File: src/rtl/spi_slave_if.sv
// ============================================================================
// spi_slave_if : CPU-side and SPI pin bundle for spi_slave (optional SPI_SLAVE_UNDERRUN_EN)
// Revision 1.0
// ============================================================================
`timescale 1ns/1ps
`default_nettype none

interface spi_slave_if;
  logic       tx_strobe;
  logic [7:0] din;
  logic [7:0] dout;
  logic       rx_strobe;
  logic       tx_empty;
  logic       active;
  logic       spi_sck;
  logic       spi_ss_n;
  logic       spi_mosi;
  logic       spi_miso;
  logic       spi_miso_oe;
`ifdef SPI_SLAVE_UNDERRUN_EN
  logic       tx_underrun;
`endif

  modport slave (
    input  tx_strobe, din, spi_sck, spi_ss_n, spi_mosi,
`ifdef SPI_SLAVE_UNDERRUN_EN
    output tx_underrun,
`endif
    output dout, rx_strobe, tx_empty, active, spi_miso, spi_miso_oe
  );

  modport master (
    output tx_strobe, din, spi_sck, spi_ss_n, spi_mosi,
`ifdef SPI_SLAVE_UNDERRUN_EN
    input  tx_underrun,
`endif
    input  dout, rx_strobe, tx_empty, active, spi_miso, spi_miso_oe
  );
endinterface

`default_nettype wire

File: src/rtl/spi_slave.sv
// ============================================================================
// spi_slave : oversampled SPI mode-0 responder, macro SPI_SLAVE_UNDERRUN_EN adds tx_underrun
// Revision 1.0
// ============================================================================
`timescale 1ns/1ps
`default_nettype none

module spi_slave #(
  parameter int         SYNC_STAGES = 2,
  parameter logic [7:0] IDLE_BYTE   = 8'hFF
) (
  input  logic        clk,
  input  logic        reset,
  spi_slave_if.slave  bus
);

  logic [SYNC_STAGES-1:0] sck_pipe;
  logic [SYNC_STAGES-1:0] ss_pipe;
  logic [SYNC_STAGES-1:0] mosi_pipe;
  logic                   sck_hist;
  logic                   ss_hist;

  // SS chain resets low so a select still held low through reset never looks like a fresh fall.
  always_ff @(posedge clk or posedge reset) begin
    if (reset) begin
      sck_pipe  <= '0;
      ss_pipe   <= '0;
      mosi_pipe <= '0;
      sck_hist  <= 1'b0;
      ss_hist   <= 1'b0;
    end else begin
      sck_pipe  <= {sck_pipe[SYNC_STAGES-2:0],  bus.spi_sck};
      ss_pipe   <= {ss_pipe[SYNC_STAGES-2:0],   bus.spi_ss_n};
      mosi_pipe <= {mosi_pipe[SYNC_STAGES-2:0], bus.spi_mosi};
      sck_hist  <= sck_pipe[SYNC_STAGES-1];
      ss_hist   <= ss_pipe[SYNC_STAGES-1];
    end
  end

  logic sck_sync, ss_sync, mosi_sync;
  logic sck_rise, sck_fall, ss_fall, ss_rise;

  assign sck_sync  = sck_pipe[SYNC_STAGES-1];
  assign ss_sync   = ss_pipe[SYNC_STAGES-1];
  assign mosi_sync = mosi_pipe[SYNC_STAGES-1];
  assign sck_rise  = sck_sync  & ~sck_hist;
  assign sck_fall  = ~sck_sync & sck_hist;
  assign ss_fall   = ~ss_sync  & ss_hist;
  assign ss_rise   = ss_sync   & ~ss_hist;

  logic       sel_active;
  logic [2:0] bit_cnt;
  logic [6:0] rx_shift;
  logic [7:0] tx_shift;
  logic [7:0] holding;
  logic       hold_empty;
  logic [7:0] rx_data;
  logic       rx_pulse;

  logic       boundary_load;
  logic       do_load;
  logic [7:0] rx_next;

  assign boundary_load = sel_active & sck_fall & (bit_cnt == 3'd0) & ~ss_fall & ~ss_rise;
  assign do_load       = ss_fall | boundary_load;
  assign rx_next       = {rx_shift, mosi_sync};

  always_ff @(posedge clk or posedge reset) begin
    if (reset) begin
      sel_active <= 1'b0;
      bit_cnt    <= 3'd0;
      rx_shift   <= 7'd0;
      tx_shift   <= IDLE_BYTE;
      holding    <= 8'd0;
      hold_empty <= 1'b1;
      rx_data    <= 8'd0;
      rx_pulse   <= 1'b0;
    end else begin
      rx_pulse <= 1'b0;

      // Select edges take priority over any SCK edge seen in the same cycle.
      if (ss_fall) begin
        sel_active <= 1'b1;
        bit_cnt    <= 3'd0;
        rx_shift   <= 7'd0;
      end else if (ss_rise) begin
        sel_active <= 1'b0;
        bit_cnt    <= 3'd0;
      end else if (sel_active) begin
        if (sck_rise) begin
          rx_shift <= rx_next[6:0];
          bit_cnt  <= bit_cnt + 3'd1;
          if (bit_cnt == 3'd7) begin
            rx_data  <= rx_next;
            rx_pulse <= 1'b1;
          end
        end else if (sck_fall && bit_cnt != 3'd0) begin
          tx_shift <= {tx_shift[6:0], 1'b1};
        end
      end

      // A CPU write landing on a load cycle either refills holding or bypasses straight to the shifter.
      if (do_load) begin
        if (!hold_empty) begin
          tx_shift <= holding;
          if (bus.tx_strobe) holding <= bus.din;
          else               hold_empty <= 1'b1;
        end else begin
          tx_shift <= bus.tx_strobe ? bus.din : IDLE_BYTE;
        end
      end else if (bus.tx_strobe) begin
        holding    <= bus.din;
        hold_empty <= 1'b0;
      end
    end
  end

`ifdef SPI_SLAVE_UNDERRUN_EN
  logic underrun;

  always_ff @(posedge clk or posedge reset) begin
    if (reset)                            underrun <= 1'b0;
    else if (boundary_load && hold_empty) underrun <= 1'b1;
    else if (bus.tx_strobe)               underrun <= 1'b0;
  end

  assign bus.tx_underrun = underrun;
`endif

  assign bus.dout        = rx_data;
  assign bus.rx_strobe   = rx_pulse;
  assign bus.tx_empty    = hold_empty;
  assign bus.active      = sel_active;
  assign bus.spi_miso    = sel_active ? tx_shift[7] : 1'b1;
  assign bus.spi_miso_oe = sel_active;

endmodule

`default_nettype wire

File: src/flat_wrapper.sv
// flat-port wrapper written by rule: the top's interface ports become plain ports
module spi_slave_flat 
#(
  parameter int         SYNC_STAGES = 2,
  parameter logic [7:0] IDLE_BYTE   = 8'hFF
)
  (clk, reset, bus_tx_strobe, bus_din, bus_spi_sck, bus_spi_ss_n, bus_spi_mosi, bus_dout, bus_rx_strobe, bus_tx_empty, bus_active, bus_spi_miso, bus_spi_miso_oe);
  spi_slave_if bus_i ();
  input  logic clk;
  input  logic reset;
  input wire logic [$bits(bus_i.tx_strobe)-1:0] bus_tx_strobe;
  input wire logic [$bits(bus_i.din)-1:0] bus_din;
  input wire logic [$bits(bus_i.spi_sck)-1:0] bus_spi_sck;
  input wire logic [$bits(bus_i.spi_ss_n)-1:0] bus_spi_ss_n;
  input wire logic [$bits(bus_i.spi_mosi)-1:0] bus_spi_mosi;
  output wire logic [$bits(bus_i.dout)-1:0] bus_dout;
  output wire logic [$bits(bus_i.rx_strobe)-1:0] bus_rx_strobe;
  output wire logic [$bits(bus_i.tx_empty)-1:0] bus_tx_empty;
  output wire logic [$bits(bus_i.active)-1:0] bus_active;
  output wire logic [$bits(bus_i.spi_miso)-1:0] bus_spi_miso;
  output wire logic [$bits(bus_i.spi_miso_oe)-1:0] bus_spi_miso_oe;
  assign bus_i.tx_strobe = bus_tx_strobe;
  assign bus_i.din = bus_din;
  assign bus_i.spi_sck = bus_spi_sck;
  assign bus_i.spi_ss_n = bus_spi_ss_n;
  assign bus_i.spi_mosi = bus_spi_mosi;
  assign bus_dout = bus_i.dout;
  assign bus_rx_strobe = bus_i.rx_strobe;
  assign bus_tx_empty = bus_i.tx_empty;
  assign bus_active = bus_i.active;
  assign bus_spi_miso = bus_i.spi_miso;
  assign bus_spi_miso_oe = bus_i.spi_miso_oe;
  spi_slave #(.SYNC_STAGES(SYNC_STAGES), .IDLE_BYTE(IDLE_BYTE)) u_core (.clk(clk), .reset(reset), .bus(bus_i));
endmodule
File: config.mk
export PLATFORM = sky130hd
export DESIGN_NAME = spi_slave_flat
export DESIGN_NICKNAME = d
export VERILOG_FILES = /design/src/rtl/spi_slave_if.sv /design/src/rtl/spi_slave.sv /design/src/flat_wrapper.sv
export SDC_FILE = /design/constraint.sdc
export NUM_CORES = 1
export LEC_CHECK = 0
export BUFFER_PORTS_ARGS = -buffer_cell sky130_fd_sc_hd__buf_2
export CAP_MARGIN = 20
export CORE_MARGIN = 1.5
export CORE_UTILIZATION = 54
export CTS_BUF_LIST = sky130_fd_sc_hd__clkbuf_2
export DETAILED_ROUTE_END_ITERATION = 6
export PLACE_DENSITY = 0.74
export RECOVER_POWER = 50
export SYNTH_ARGS = -nofsm -noshare
export SYNTH_HDL_FRONTEND = slang
export SYNTH_SLANG_ARGS = --single-unit
File: constraint.sdc
create_clock -name clk -period 4.7 [get_ports clk]
set_clock_uncertainty 0.1 [all_clocks]
set_input_delay 0.94 -clock clk [delete_from_list [all_inputs] [get_ports clk]]
set_output_delay 0.94 -clock clk [all_outputs]
set_load 0.005 [all_outputs]
; ---- Yosys cells after proc, flatten, opt, wreduce, memory -nomap -nowiden
; Index checks and enable logic that the tools add are counted.
[op_classes]
addsub = 1
n_mul = 0
div = 0
order_cmp = 0
n_eq_ne = 6
shifts = 0
muxes = 31
n_bitwise = 15
n_reduce_logical = 15
[ops]
columns = operator, n
row1 = 2-to-1 mux 8 bit, 11
row2 = 2-to-1 mux 7 bit, 4
row3 = 2-to-1 mux 1 bit, 12
row4 = 2-to-1 mux 3 bit, 4
row5 = nonzero test 2 bit, 6
row6 = AND reduction 5 bit, 2
row7 = nonzero test 3 bit, 3
row8 = bitwise AND 1 bit, 8
row9 = "inequality test 2 bit, second input constant", 4
row10 = inverter 1 bit, 6
row11 = "adder 3 x 1 -> 3 bit, second input constant", 1
row12 = "== test 3 bit, second input constant", 1
row13 = logical NOT 3 bit, 1
row14 = AND reduction 3 bit, 1
row15 = "inequality test 2 x 1 -> 1 bit, second input constant", 1
row16 = AND reduction 2 bit, 1
row17 = logical AND 1 bit, 1
row18 = bitwise OR 1 bit, 1
[totals]
ff_bits = 45
latch_bits = 0
ramBits = 0
mem_bits_ro = 0
word_cells = 81
mem_count = 0

; ---- Longest topological paths before layout
[logic_depth]
ltp_word = 9
depth_mapped = 8

; ---- Worst setup path after synthesis
; No wires, ideal clock.
[synth_path]
path_type = input to register
start = input bus_tx_strobe
end = register u_core.holding[0]
setup_time_ps = 125
t_arrival_ps = 1837
required_time_ps = 4475
setup_slack_ps = 2638
cell_stages = 5
n_path_buf = 2
path_cell_list = clkbuf_1 inv_1 a21o_1 buf_6 mux2_4
[synth_via]
elab_chain_len = 3
[synth_rtl]
columns = item, line_no
row1 = start: declaration, flat_wrapper.sv:11  ; input wire logic [$bits(bus_i.tx_strobe)-1:0] bus_tx_strobe;
row2 = 2-to-1 mux 8 bit (*), -
row3 = 2-to-1 mux 8 bit, -
row4 = 2-to-1 mux 8 bit (*), -
row5 = end signal: assignment, spi_slave.sv:106  ; if (bus.tx_strobe) holding <= bus.din;
row6 = end signal: assignment, spi_slave.sv:112  ; holding <= bus.din;
row7 = end: declaration, spi_slave.sv:55  ; logic [7:0] holding;
; Mark *: on every way between the ends. The rest lies on a longest branch, timed or not. The select of a mux whose other input is x is not followed.
; A chain may end at the register's enable or synchronous reset.

==> metrics <==
Setup TNS Final=0 ps; Die W=between 60 and 70 um; drt initial violations=62; largest cells by area after synthesis=dfrtp_1, dfstp_2, mux2_4; hold buffers post-CTS=0; cts repair resizes=0; top layer in use=met4; Routed Antenna Nets=0; Rel. slew slack=-16.8%; TritonCTS clock tree=yes; # rows=21; failing checks=capacitance limit, slew limit; setup violators final=0; Area Overhead vs Synth=10.6%; Post-Syn Area=between 1500 and 2000 um2; Ant. Diodes=0; metal2 WL=1620 um; slowest CP cell=clkbuf_1; largest net degree at the start of global routing=35; Power Total=slightly above 0.8 mW; Max clock buf depth=2; Cells after Synth=about 160; Critical Path End Type=async pin; worst slew pin tran=1750 ps; CP arrival=2680 ps; Nets=206; CP Class=input port to async pin; Ports=27; fin area=approximately 2200 um2; Placed Cells=approximately 230; DPL Wire Length=~2300 um; Post-synth EDFFs=0; Synth Net Count=180; async set-reset flop share out of synthesis=100%; Syn Area/Cell=12.1 um2; share of the synthesized area in the top cell type=46.1%; DRC=0; layout cells sized above 1=31.9%; CTS H-tree lvls=2; crit-path cells=buf_2, inv_1, clkbuf_1; slowest cell delay on critical path=between 1000 and 1500 ps; Pleak=1.11 nW; drt total wl=approximately 3200 um; DR vias/cell=5.32; Reg clk slew, reported paths=roughly 200 ps; Worst Setup Start Kind=input port; Die Ht=63.2 um; YS warnings=0; routed wl met3=145 um; f_max=just under 0.4 GHz; area post-placement=around 2100 um2; maximum VDD drop=0.000177 V; final slew viol count=35; Period minus WS final=~2500 ps; gr usage total=18.4%; grt ovf=0; starting density of the core=between 50% and 60%; I/O Buffers=26; die area=3990 um2; top_reg_cell synth=dfrtp_1; Crit path required time=a little under 5000 ps; leading area contributor after synthesis=dfrtp_1; Hold WC Path Type=register to register; Reg2Reg Setup Slack=approximately 2400 ps; Final GP Congestion=between 0.7 and 0.8; clock sink count=45; period utilization=54.0%; DR WL/cell=roughly 14 um; post-layout utilization of the core=between 60% and 70%; number of global-route vias before repair=1249; Cell Count, Final, Fillers Out=around 230; Root Driver=clkbuf_2; core area=3420 um2; RSZ-0062 raised after global routing=false; MaxCap Viol Count=1; sequential area share after synthesis=58.2%; M1 wire length=1400 um; Pwr Density=between 300 and 400 nW/um2; vias post-DR=between 1000 and 1500; first drt pass iteration count=4; crit-path max FO=34; antenna violations before repair=0; final hold vios=0; Num CTS Buffers=5; worst skew pair latency=420 ps; FF+latch count, synth=45; status=finished with violations; global-route wire length before repair=around 5600 um; synth unique cells=29; Post-CTS Setup Bufs=0
state kept, by name (all words and copies together) (netlist names):
name	flops
u_core.holding	8
u_core.tx_shift	8
u_core.bus.rx_strobe	1
u_core.ss_pipe	2
u_core.ss_hist	1
u_core.bit_cnt	3
u_core.bus.tx_empty	1
u_core.bus.active	1
u_core.mosi_pipe	2
u_core.sck_hist	1
u_core.bus.dout	8
u_core.sck_pipe	2
u_core.rx_shift	7
Yosys cell counts, types with 5 or more instances:
library cell,number
a21oi_1,7
dfrtp_1,36
o21ai_0,6
ha_1,5
inv_1,14
mux2_2,8
nor2_1,18
mux2i_1,7
a31oi_1,7
mux2_4,8
dfstp_2,9
a22o_1,7
critical path: cells and delay by family:
| family | cells | cell delay (ps) |
|---|---|---|
| buf+inv | 3 | 1730 |
placed cells by master, fill, tap and decap left out:
cell type / count
a31oi_1: 7
dfstp_2: 9
clkbuf_2: 5
nand3_1: 4
clkbuf_1: 1
inv_1: 14
a31o_1: 1
mux2i_1: 7
o21ba_2: 1
mux2_4: 8
a21o_1: 2
nand2_1: 4
clkinvlp_4: 1
bufinv_16: 1
o22a_1: 1
a22o_1: 7
nand3b_1: 1
nor3_1: 1
a21oi_1: 7
or3_1: 1
and3_1: 2
ha_1: 5
nor2_1: 18
buf_2: 26
dfrtp_1: 36
o21ai_0: 6
clkinv_1: 1
and3b_1: 1
and3b_2: 1
mux2_2: 8
or2b_1: 1
where the power goes:
group	internal (mW)	switching [mW]
registers	0.445	0.0311
clock network	0.0879	0.122
logic	0.0595	0.0628
total	0.592	0.216
worst paths after layout:
| path | start | to | cells past startpoint |
|---|---|---|---|
| worst max-delay path | reset | u_core.holding[1]$_DFFE_PP0P_ | 3 |
| worst min-delay path | u_core.sck_pipe[0]$_DFF_PP0_ | u_core.sck_pipe[1]$_DFF_PP0_ | 0 |
| worst max register to register | u_core.ss_hist$_DFF_PP0_ | u_core.holding[1]$_DFFE_PP0P_ | 6 |
| worst min register to register | u_core.sck_pipe[0]$_DFF_PP0_ | u_core.sck_pipe[1]$_DFF_PP0_ | 0 |
| max in group clk | u_core.bus.tx_empty$_DFFE_PP1P_ | bus_tx_empty | 1 |
| min in group asynchronous | reset | u_core.rx_shift[2]$_DFFE_PP0P_ | 2 |
final cells by class:
cell class / instances / area, um2
Clock buffer: 5 / 25.0
Clock inverter: 3 / 41.3
Fill cell: 282 / 1250
Inverter: 14 / 52.6
Multi-Input combinational cell: 94 / 716
Sequential cell: 45 / 1140
Tap cell: 46 / 57.6
Timing Repair Buffer: 27 / 134
through the flow:
step,hold slack [ps],worst slack [ps]
6_report,275,2160
4_1_cts,279,2280
5_1_grt,293,1730
3_5_place_dp,235,2440
3_3_place_gp,232,2530
2_1_floorplan,231,2620
cell families after synthesis:
family	after synthesis	share of synthesized area (%)
flip-flops	45	58.2
AND/OR/NAND/NOR	34	8.19
AO/OA/AOI/OAI	32	10.9
multiplexers	23	14.3
buffers and inverters	22	5.25
adder cells (fa/ha/maj)	5	3.20
per-layer routing:
layer	up-vias	GRT usage, %
met5	-	0
met4	0	7.34
met3	4	6.07
met2	24	30.6
met1	612	22.1
li1	606	-
Note: power is estimated with default switching activity, not from simulation.
